==> src/rtl/seq_add_pkg.sv <==
// seq_add_pkg -- shared definitions for the multi-word sequential adder.
//   WORD_W  : width of one datapath word (one pass through the adder)
//   state_e : controller states IDLE / RUN / DONE
package seq_add_pkg;

    localparam int WORD_W = 16;

    typedef enum logic [1:0] {
        IDLE = 2'd0,
        RUN  = 2'd1,
        DONE = 2'd2
    } state_e;

endpackage

==> src/rtl/seq_add_mw_if.sv <==
// seq_add_mw_if -- request/result bundle for seq_add_mw.
//   start    : begin an addition (master -> slave)
//   a_in     : operand A, W bits (master -> slave)
//   b_in     : operand B, W bits (master -> slave)
//   cin      : carry-in (master -> slave)
//   busy     : operation in progress (slave -> master)
//   done     : one-cycle completion pulse (slave -> master)
//   sum_out  : last completed result, W+1 bits, MSB = carry (slave -> master)
//   ovf      : signed overflow of last result, only with SEQ_ADD_MW_OVF_EN
interface seq_add_mw_if #(
    parameter int NWORDS = 4
);
    import seq_add_pkg::*;

    localparam int W = WORD_W * NWORDS;

    logic         start;
    logic [W-1:0] a_in;
    logic [W-1:0] b_in;
    logic         cin;
    logic         busy;
    logic         done;
    logic [W:0]   sum_out;
`ifdef SEQ_ADD_MW_OVF_EN
    logic         ovf;

    modport master (output start, a_in, b_in, cin,
                    input  busy, done, sum_out, ovf);
    modport slave  (input  start, a_in, b_in, cin,
                    output busy, done, sum_out, ovf);
`else
    modport master (output start, a_in, b_in, cin,
                    input  busy, done, sum_out);
    modport slave  (input  start, a_in, b_in, cin,
                    output busy, done, sum_out);
`endif

endinterface

==> src/rtl/RCA16.sv <==
// RCA16 -- 16-bit ripple-carry adder, the per-word datapath of seq_add_mw.
//   a_i, b_i : 16-bit addends
//   c_i      : carry-in
//   s_o      : 16-bit sum
//   c_o      : carry-out
module RCA16 (
    input  logic [15:0] a_i,
    input  logic [15:0] b_i,
    input  logic        c_i,
    output logic [15:0] s_o,
    output logic        c_o
);

    logic [16:0] c;

    assign c[0] = c_i;

    for (genvar i = 0; i < 16; i++) begin : g_fa
        assign s_o[i]  = a_i[i] ^ b_i[i] ^ c[i];
        assign c[i+1]  = (a_i[i] & b_i[i]) | (c[i] & (a_i[i] ^ b_i[i]));
    end

    assign c_o = c[16];

endmodule

==> src/rtl/seq_add_mw.sv <==
// seq_add_mw -- W-bit adder (W = 16*NWORDS) that processes one 16-bit word
// per clock through a single RCA16, least significant word first.
//   clk    : clock, rising edge
//   rst_n  : synchronous active-low reset
//   bus    : seq_add_mw_if slave modport (start/a_in/b_in/cin in,
//            busy/done/sum_out[/ovf] out)
// Build option: SEQ_ADD_MW_OVF_EN adds the registered signed-overflow flag ovf.
//
// state | meaning
// ------+---------------------------------------------------------------
// IDLE  | waiting for start; operands captured on the accepting edge
// RUN   | one word added per cycle, idx 0..NWORDS-1 (busy=1)
// DONE  | result registered in sum_out; done=1 for this single cycle
module seq_add_mw #(
    parameter int NWORDS = 4
) (
    input  logic        clk,
    input  logic        rst_n,
    seq_add_mw_if.slave bus
);
    import seq_add_pkg::*;

    localparam int W     = WORD_W * NWORDS;
    localparam int IDX_W = $clog2(NWORDS);
    localparam logic [IDX_W-1:0] LAST_IDX = IDX_W'(NWORDS - 1);

    state_e           state_q,   state_d;
    logic [IDX_W-1:0] idx_q,     idx_d;
    logic             carry_q,   carry_d;
    logic [W-1:0]     a_q,       a_d;
    logic [W-1:0]     b_q,       b_d;
    logic [W-1:0]     work_q,    work_d;
    logic [W:0]       sum_q,     sum_d;
`ifdef SEQ_ADD_MW_OVF_EN
    logic             ovf_q,     ovf_d;
`endif

    logic [WORD_W-1:0] rca_a;
    logic [WORD_W-1:0] rca_b;
    logic [WORD_W-1:0] rca_s;
    logic              rca_co;

    assign rca_a = a_q[idx_q*WORD_W +: WORD_W];
    assign rca_b = b_q[idx_q*WORD_W +: WORD_W];

    RCA16 u_rca (
        .a_i (rca_a),
        .b_i (rca_b),
        .c_i (carry_q),
        .s_o (rca_s),
        .c_o (rca_co)
    );

    always_comb begin
        state_d = state_q;
        idx_d   = idx_q;
        carry_d = carry_q;
        a_d     = a_q;
        b_d     = b_q;
        work_d  = work_q;
        sum_d   = sum_q;
`ifdef SEQ_ADD_MW_OVF_EN
        ovf_d   = ovf_q;
`endif
        case (state_q)
            IDLE: begin
                if (bus.start) begin
                    state_d = RUN;
                    a_d     = bus.a_in;
                    b_d     = bus.b_in;
                    carry_d = bus.cin;
                    idx_d   = '0;
                end
            end
            RUN: begin
                work_d[idx_q*WORD_W +: WORD_W] = rca_s;
                carry_d = rca_co;
                if (idx_q == LAST_IDX) begin
                    state_d = DONE;
                    idx_d   = '0;
                    // work_d already holds the top word written this cycle,
                    // so the full result lands in sum_out in one update.
                    sum_d   = {rca_co, work_d};
`ifdef SEQ_ADD_MW_OVF_EN
                    ovf_d   = (a_q[W-1] == b_q[W-1]) && (work_d[W-1] != a_q[W-1]);
`endif
                end else begin
                    idx_d = idx_q + IDX_W'(1);
                end
            end
            DONE: begin
                state_d = IDLE;
            end
            default: begin
                state_d = IDLE;
            end
        endcase
    end

    always_ff @(posedge clk) begin
        if (!rst_n) begin
            state_q <= IDLE;
            idx_q   <= '0;
            carry_q <= 1'b0;
            a_q     <= '0;
            b_q     <= '0;
            work_q  <= '0;
            sum_q   <= '0;
`ifdef SEQ_ADD_MW_OVF_EN
            ovf_q   <= 1'b0;
`endif
        end else begin
            state_q <= state_d;
            idx_q   <= idx_d;
            carry_q <= carry_d;
            a_q     <= a_d;
            b_q     <= b_d;
            work_q  <= work_d;
            sum_q   <= sum_d;
`ifdef SEQ_ADD_MW_OVF_EN
            ovf_q   <= ovf_d;
`endif
        end
    end

    assign bus.busy    = (state_q == RUN);
    assign bus.done    = (state_q == DONE);
    assign bus.sum_out = sum_q;
`ifdef SEQ_ADD_MW_OVF_EN
    assign bus.ovf     = ovf_q;
`endif

endmodule

==> src/flat_wrapper.sv <==
// flat-port wrapper written by rule: the top's interface ports become plain ports
module seq_add_mw_flat import seq_add_pkg::*;
#(
    parameter int NWORDS = 4
)
  (clk, rst_n, bus_start, bus_a_in, bus_b_in, bus_cin, bus_busy, bus_done, bus_sum_out);
  seq_add_mw_if #(.NWORDS(NWORDS)) bus_i ();
  input  logic clk;
  input  logic rst_n;
  input wire logic [$bits(bus_i.start)-1:0] bus_start;
  input wire logic [$bits(bus_i.a_in)-1:0] bus_a_in;
  input wire logic [$bits(bus_i.b_in)-1:0] bus_b_in;
  input wire logic [$bits(bus_i.cin)-1:0] bus_cin;
  output wire logic [$bits(bus_i.busy)-1:0] bus_busy;
  output wire logic [$bits(bus_i.done)-1:0] bus_done;
  output wire logic [$bits(bus_i.sum_out)-1:0] bus_sum_out;
  assign bus_i.start = bus_start;
  assign bus_i.a_in = bus_a_in;
  assign bus_i.b_in = bus_b_in;
  assign bus_i.cin = bus_cin;
  assign bus_busy = bus_i.busy;
  assign bus_done = bus_i.done;
  assign bus_sum_out = bus_i.sum_out;
  seq_add_mw #(.NWORDS(NWORDS)) u_core (.clk(clk), .rst_n(rst_n), .bus(bus_i));
endmodule
==> config.mk <==
export PLATFORM = sky130hd
export DESIGN_NAME = seq_add_mw_flat
export DESIGN_NICKNAME = d
export VERILOG_FILES = /design/src/rtl/seq_add_pkg.sv /design/src/rtl/seq_add_mw_if.sv /design/src/rtl/RCA16.sv /design/src/rtl/seq_add_mw.sv /design/src/flat_wrapper.sv
export SDC_FILE = /design/constraint.sdc
export NUM_CORES = 1
export LEC_CHECK = 0
export BUFFER_PORTS_ARGS = -buffer_cell sky130_fd_sc_hd__buf_4
export CAP_MARGIN = 20
export CORE_MARGIN = 5
export CORE_UTILIZATION = 50
export CTS_CLUSTER_SIZE = 16
export DETAILED_ROUTE_END_ITERATION = 6
export HOLD_SLACK_MARGIN = 0.05
export PLACE_DENSITY = 0.77
export RECOVER_POWER = 25
export SLEW_MARGIN = 20
export SYNTH_ARGS = -nofsm -noshare
export SYNTH_HDL_FRONTEND = slang
export SYNTH_HIERARCHICAL = 1
export SYNTH_SLANG_ARGS = --single-unit
==> constraint.sdc <==
create_clock -name clk -period 8.5 [get_ports clk]
set_input_delay 1.7 -clock clk [delete_from_list [all_inputs] [get_ports clk]]
set_output_delay 1.7 -clock clk [all_outputs]
set_load 0.02 [all_outputs]
# --- Yosys cells after proc, flatten, opt, wreduce, memory -nomap -nowiden ---
# Index checks and enable logic that the tools add are counted.
totals:
  wordCells: 113
  register_bits: 262
  output_inout_bits: 67
op_classes:
  muxes: 9
  n_addsub: 2
  n_bitwise: 80
  n_reduce_logical: 6
  n_eq_ne: 5
  shifts: 4
op_table:
  columns: ["operator", "n"]
  rows:
  - ["$shiftx 64x7->16", 2]
  - ["$bwmux 64", 1]
  - ["$shift 16x34->64 const A", 1]
  - ["$shiftx 16x34->64", 1]
  - ["$neg 6->34", 1]
  - ["$and 1x1->1", 32]
  - ["$xor 1x1->1", 32]
  - ["$or 1x1->1", 16]
  - ["$mux 2", 4]
  - ["$pmux 2 s2", 2]
  - ["$reduce_and 2->1", 4]
  - ["$eq 2x2->1 const B", 2]
  - ["$add 2x1->2 const B", 1]
  - ["$eq 2x1->1 const B", 1]
  - ["$logic_not 2->1", 1]
  - ["$ne 2x1->1 const B", 1]
  - ["$ne 2x2->1 const B", 1]
  - ["$pmux 1 s2", 1]
  - ["$reduce_bool 2->1", 1]
  - ["$mux 1", 1]

# --- Logic depth before layout (Yosys ltp) ---
logic_depth:
  depth_word: 35
  ltp_mapped: 26
  mapped_depth_nobuf: 24

# --- Cells and area by module ---
# Netlist, hierarchy kept.
modules_own_cells:
  columns: ["module", "area_per_inst_um2", "seq_area_each_um2", "cells_each", "n_inst"]
  rows:
  - ["seq_add_mw", 10898.0, 5245.0, 1208, 1]
  - ["RCA16", 357.8, 0.0, 26, 1]

# --- Least setup slack after synthesis ---
# Ideal clock, no wire load.
synth_path:
  path_type: "reg-to-reg"
  from: "register u_core.idx_q[0]"
  to: "register u_core.sum_q[31], in the netlist u_core/bus.sum_out[31]"
  setup_slack_ps: 572
  arrival_ps: 7858
  path_stages_with_launch: 26
  synth_period_minus_slack_ps: 7928
  required_time_ps: 8430
  cell_sequence: "dfxtp_1 buf_4 buf_2 mux4_2 fa_1 inv_1 fa_1 inv_1 fa_1 fa_1 fa_1 fa_1 fa_1 fa_1 fa_1 fa_1 fa_1 fa_1 fa_1 fa_1 fa_1 inv_1 fa_1 inv_1 a32oi_1 a21oi_1"
synth_via:
  elab_chain_len: 35
  word_cells_on_any_way: 85
synth_rtl:
  columns: ["item", "line", "source"]
  rows:
  - ["start, declared", "seq_add_mw.sv:28", "logic [IDX_W-1:0] idx_q, idx_d;"]
  - ["start signal, assigned", "seq_add_mw.sv:114", "idx_q <= idx_d;"]
  - ["$shiftx 64x7->16 *", "seq_add_mw.sv:43", "assign rca_a = a_q[idx_q*WORD_W +: WORD_W];"]
  - ["net u_core.rca_a[0]", "seq_add_mw.sv:38", "logic [WORD_W-1:0] rca_a;"]
  - ["$xor 1x1->1", "RCA16.sv:20", "assign c[i+1] = (a_i[i] & b_i[i]) | (c[i] & (a_i[i] ^ b_i[i]));"]
  - ["$and 1x1->1", "RCA16.sv:20", null]
  - ["$or 1x1->1 *", "RCA16.sv:20", null]
  - ["$and 1x1->1 *", "RCA16.sv:20", null]
  - ["$or 1x1->1 *", "RCA16.sv:20", null]
  - ["$and 1x1->1 *", "RCA16.sv:20", null]
  - ["[... 21 more ...]", null, null]
  - ["$and 1x1->1 *", "RCA16.sv:20", null]
  - ["$or 1x1->1 *", "RCA16.sv:20", null]
  - ["$and 1x1->1 *", "RCA16.sv:20", null]
  - ["$or 1x1->1 *", "RCA16.sv:20", null]
  - ["$xor 1x1->1 *", "RCA16.sv:19", "assign s_o[i] = a_i[i] ^ b_i[i] ^ c[i];"]
  - ["net u_core.rca_s[15]", "seq_add_mw.sv:40", "logic [WORD_W-1:0] rca_s;"]
  - ["$shiftx 16x34->64 *", "seq_add_mw.sv:76", "work_d[idx_q*WORD_W +: WORD_W] = rca_s;"]
  - ["$bwmux 64 *", "seq_add_mw.sv:76", null]
  - ["end signal, assigned", "seq_add_mw.sv:119", "sum_q <= sum_d;"]
  - ["end, declared", "seq_add_mw.sv:33", "logic [W:0] sum_q, sum_d;"]
# The timed path passes the listed nets; every way through them passes the cells marked *.
# A chain may end at the register's enable or synchronous reset.

# --- Worst setup path after layout ---
layout_path:
  from: "register u_core.idx_q[1]"
  to: "register u_core.work_q[63]"
layout_via:
  elab_chain_len: 35
  word_cells_on_any_way: 83
layout_rtl:
  columns: ["item", "line", "source"]
  rows:
  - ["$shiftx 64x7->16 *", "seq_add_mw.sv:43", null]
  - ["net u_core.rca_a[0]", "seq_add_mw.sv:38", null]
  - ["$xor 1x1->1", "RCA16.sv:20", null]
  - ["$and 1x1->1", "RCA16.sv:20", null]
  - ["$or 1x1->1 *", "RCA16.sv:20", null]
  - ["$and 1x1->1 *", "RCA16.sv:20", null]
  - ["$or 1x1->1 *", "RCA16.sv:20", null]
  - ["$and 1x1->1 *", "RCA16.sv:20", null]
  - ["[... 21 more ...]", null, null]
  - ["$and 1x1->1 *", "RCA16.sv:20", null]
  - ["$or 1x1->1 *", "RCA16.sv:20", null]
  - ["$and 1x1->1 *", "RCA16.sv:20", null]
  - ["$or 1x1->1 *", "RCA16.sv:20", null]
  - ["$xor 1x1->1 *", "RCA16.sv:19", null]
  - ["net u_core.rca_s[15]", "seq_add_mw.sv:40", null]
  - ["$shiftx 16x34->64 *", "seq_add_mw.sv:76", null]
  - ["$bwmux 64 *", "seq_add_mw.sv:76", null]
  - ["end signal, assigned", "seq_add_mw.sv:118", "work_q <= work_d;"]
  - ["end, declared", "seq_add_mw.sv:32", "logic [W-1:0] work_q, work_d;"]
# Marked as above.

==> metrics.md <==
| Metric | Value |
|---|---|
| Status | complete, but fails checks |
| Failing checks | max-capacitance violations, max-slew violations |
| Cell Area, Placed | 0.0127 sq mm |
| Adder-Cell Fraction of Synth Area | around 3.5% |
| Crit path capture type | flop |
| Count of endpoints failing setup in the final report | 0 |
| Final worst setup slack | around 0.6 ns |
| Max_slew headroom | -280% |
| Post-CTS sizing | 0 |
| Vias per cell | 5.74 |
| Vias in the first global route | approximately 9000 |
| Fin. max-slew vios | approximately 170 |
| Synthesized area per cell | around 9 sq um |
| Root buf cell | clkbuf_16 |
| Ant diodes | 0 |
| Mux share of post-synthesis cell area | under 10% |
| Die H | ~160 microns |
| Worst Hold Class | flop to flop |
| Post-Synth XOR/XNOR Area | 0% |
| Leading area contributor after synthesis | dfxtp_1 |
| First-pass GRT wire length | slightly below 50000 microns |
| Synth Instances | 1234 |
| CTS buffer count | 28 |
| H-tree Lvls | 1 |
| Share of layout cells above drive strength 1 | 18.6% |
| Leak | about 0.0051 uW |
| Critical Path Fanout Max | 15 |
| Total GRT Usage | a little under a quarter |
| Worst setup SP type | flop |
| Synth-to-Final Area Change | 19.7% |
| Hold Slack | ~0.45 ns |
| Gpl congestion | around 0.89 |
| Post-synthesis sequential area ratio | 46.6% |
| Detailed placement HPWL | ~21000 microns |
| EDFF count, synth | 0 |
| Total Wirelength | between 30000 and 40000 microns |
| # IOs | approximately 200 |
| Die area | ~0.026 sq mm |
| Worst-Margin Slew | 5.71 ns |
| #FFs+latches synth | between 200 and 300 |
| Ys async rst share | 0% |
| Achievable frequency | ~130 MHz |
| Sinks on Clock Net | 262 |
| Worst-path clk slew | around 0.06 ns |
| Post-CTS Setup Bufs | 0 |
| Hold_buf cts | 0 |
| Power, Total | ~2800 uW |
| CP Class | flop to flop |
| Min Tclk post-route | approximately 8 ns |
| Synthesized net count | 1388 |
| Final period utilization | ~93% |
| Clock latency on the worst-skew pair | 0.54 ns |
| CTS Buffer Depth | 3 |
| Post-Synth Simple-Gate Area | roughly 16% |
| Nets | about 1500 |
| Post-synth cell types | 39 |
| DRT antenna net count | 0 |
| Max Cap Viol | 1 |
| Syn Std Cell Area | roughly 0.011 sq mm |
| Largest net degree at the start of global routing | approximately 170 |
| Commonest cells after routing, fill and taps aside | 289 x nand2_1, 260 x dfxtp_1, 172 x buf_4 |
| Rows | between 50 and 60 |
| Port Buffers | around 200 |
| Synth Area in Compound Gates | between 20% and 30% |
| 1st-iter DRT viols | 995 |
| Synth Flop Type | dfxtp_1 |
| Final Hold Vio Count | 0 |
| CTS tree | yes |
| Pwr/cell area | between 200 and 250 mW/mm^2 |
| Avg WL per Cell | between 15 and 20 microns |
| Yosys top cell area share | between 40% and 50% |
| DR vias | about 9600 |
| Critical Path RT | between 8 and 9 ns |
| Worst endpoint data arrival time | ~8.3 ns |
| Starting Density | between 50% and 60% |
| RSZ-0062 raised after global routing | false |
| Total of warnings raised by yosys | 6 |
| VDD IR max | approximately 0.13 mV |
| Design area | around 0.013 sq mm |
| Commonest non-fill, non-tap cell in the layout | nand2_1 |
| Setup TNS | 0 ns |
| Total gr overflow | 0 |
| Largest family of logic cells by synthesized area | compound AO/OA/AOI/OAI gates |
| Antenna violations before repair | 0 |
| Final Skew | between 0.01 and 0.015 ns |
| First-pass detailed-route iteration total | 5 |
| Core Area | approximately 0.022 sq mm |
| Synth top area cells | dfxtp_1 47%, nand2_1 9.6%, a21boi_1 8.0%, mux4_2 6.4%, a32oi_1 4.0% |
| DR DRC count | 0 |
| DP Worst Slack | approximately 0.75 ns |
| Die width | between 150 and 200 microns |
-- cell usage after synthesis (all sizes together) (27+ instances only) --
library cell,count
nand2,289
dfxtp,262
a21boi,129
o21ai,89
a21oi,73
clkbuf,59
buf,57
a32oi,52
nor2b,47
mux4,32
nand3,27
-- logic make-up after synthesis --
family,count (synthesis)
mux,33
simple gates,407
flops,262
fa+ha+maj,22
compound gates,378
buf+inv,132
-- power breakdown --
part | internal, uW | leakage (uW) | switching [uW] | total [uW]
registers | 1270 | 0.00213 | 23.1 | 1290
clock network | 711 | 0.000445 | 473 | 1180
logic | 141 | 0.00251 | 204 | 345
-- per-stage QoR --
stage | std cells | utilization (%)
final | 1664 | 60.1
after global routing | 1664 | 60.1
after CTS | 1664 | 60.7
after detailed placement | 1613 | 56.6
after global placement | 1613 | 56.6
after floorplan | 1234 | -
-- metal layers --
layer,share of wire [%],GRT usage [%]
met1,42,31.3
met2,47,38.1
met3,7.5,4.26
met4,3.8,8.60
met5,0,0
-- worst max-delay path, stage by stage (launching register included) --
cell     delay, ns
dfxtp_2       0.34
buf_4         0.24
mux4_2        0.35
fa_1          0.43
inv_1         0.07
fa_1          0.16
inv_1         0.06
fa_1          0.39
fa_1          0.40
fa_1          0.39
fa_1          0.39
fa_1          0.39
fa_1          0.39
fa_1          0.39
fa_1          0.40
fa_1          0.39
fa_1          0.40
fa_1          0.40
fa_1          0.42
fa_1          0.37
inv_1         0.08
fa_1          0.40
inv_1         0.19
nand2_1       0.13
o21ai_0       0.24
-- state kept, by name (all words and copies together) (netlist names) --
signal              cells
u_core/bus.sum_out     65
u_core/a_q             64
u_core/b_q             64
u_core/work_q          64
u_core/idx_q            2
u_core/state_q          2
u_core/carry_q          1
-- cell type report --
class | instances | area [sq um]
clock buffer | 49 | 901
clock inverter | 2 | 12.5
fill | 1948 | 8960
inverter | 16 | 60.1
multi-input combinational | 840 | 5470
sequential | 262 | 5250
tap | 285 | 357
timing repair buffer | 210 | 1430
-- path summary, 6_finish.rpt --
kind,depth (start not counted),slack [ns],start,to
worst max-delay path,24,0.59,u_core/idx_q[1],u_core/work_q[63]
worst min-delay path,2,0.45,u_core/a_q[28],u_core/a_q[28]
worst max register to register,24,0.59,u_core/idx_q[1],u_core/work_q[63]
worst min register to register,2,0.45,u_core/a_q[28],u_core/a_q[28]
Power figures use the tool's default switching activity.
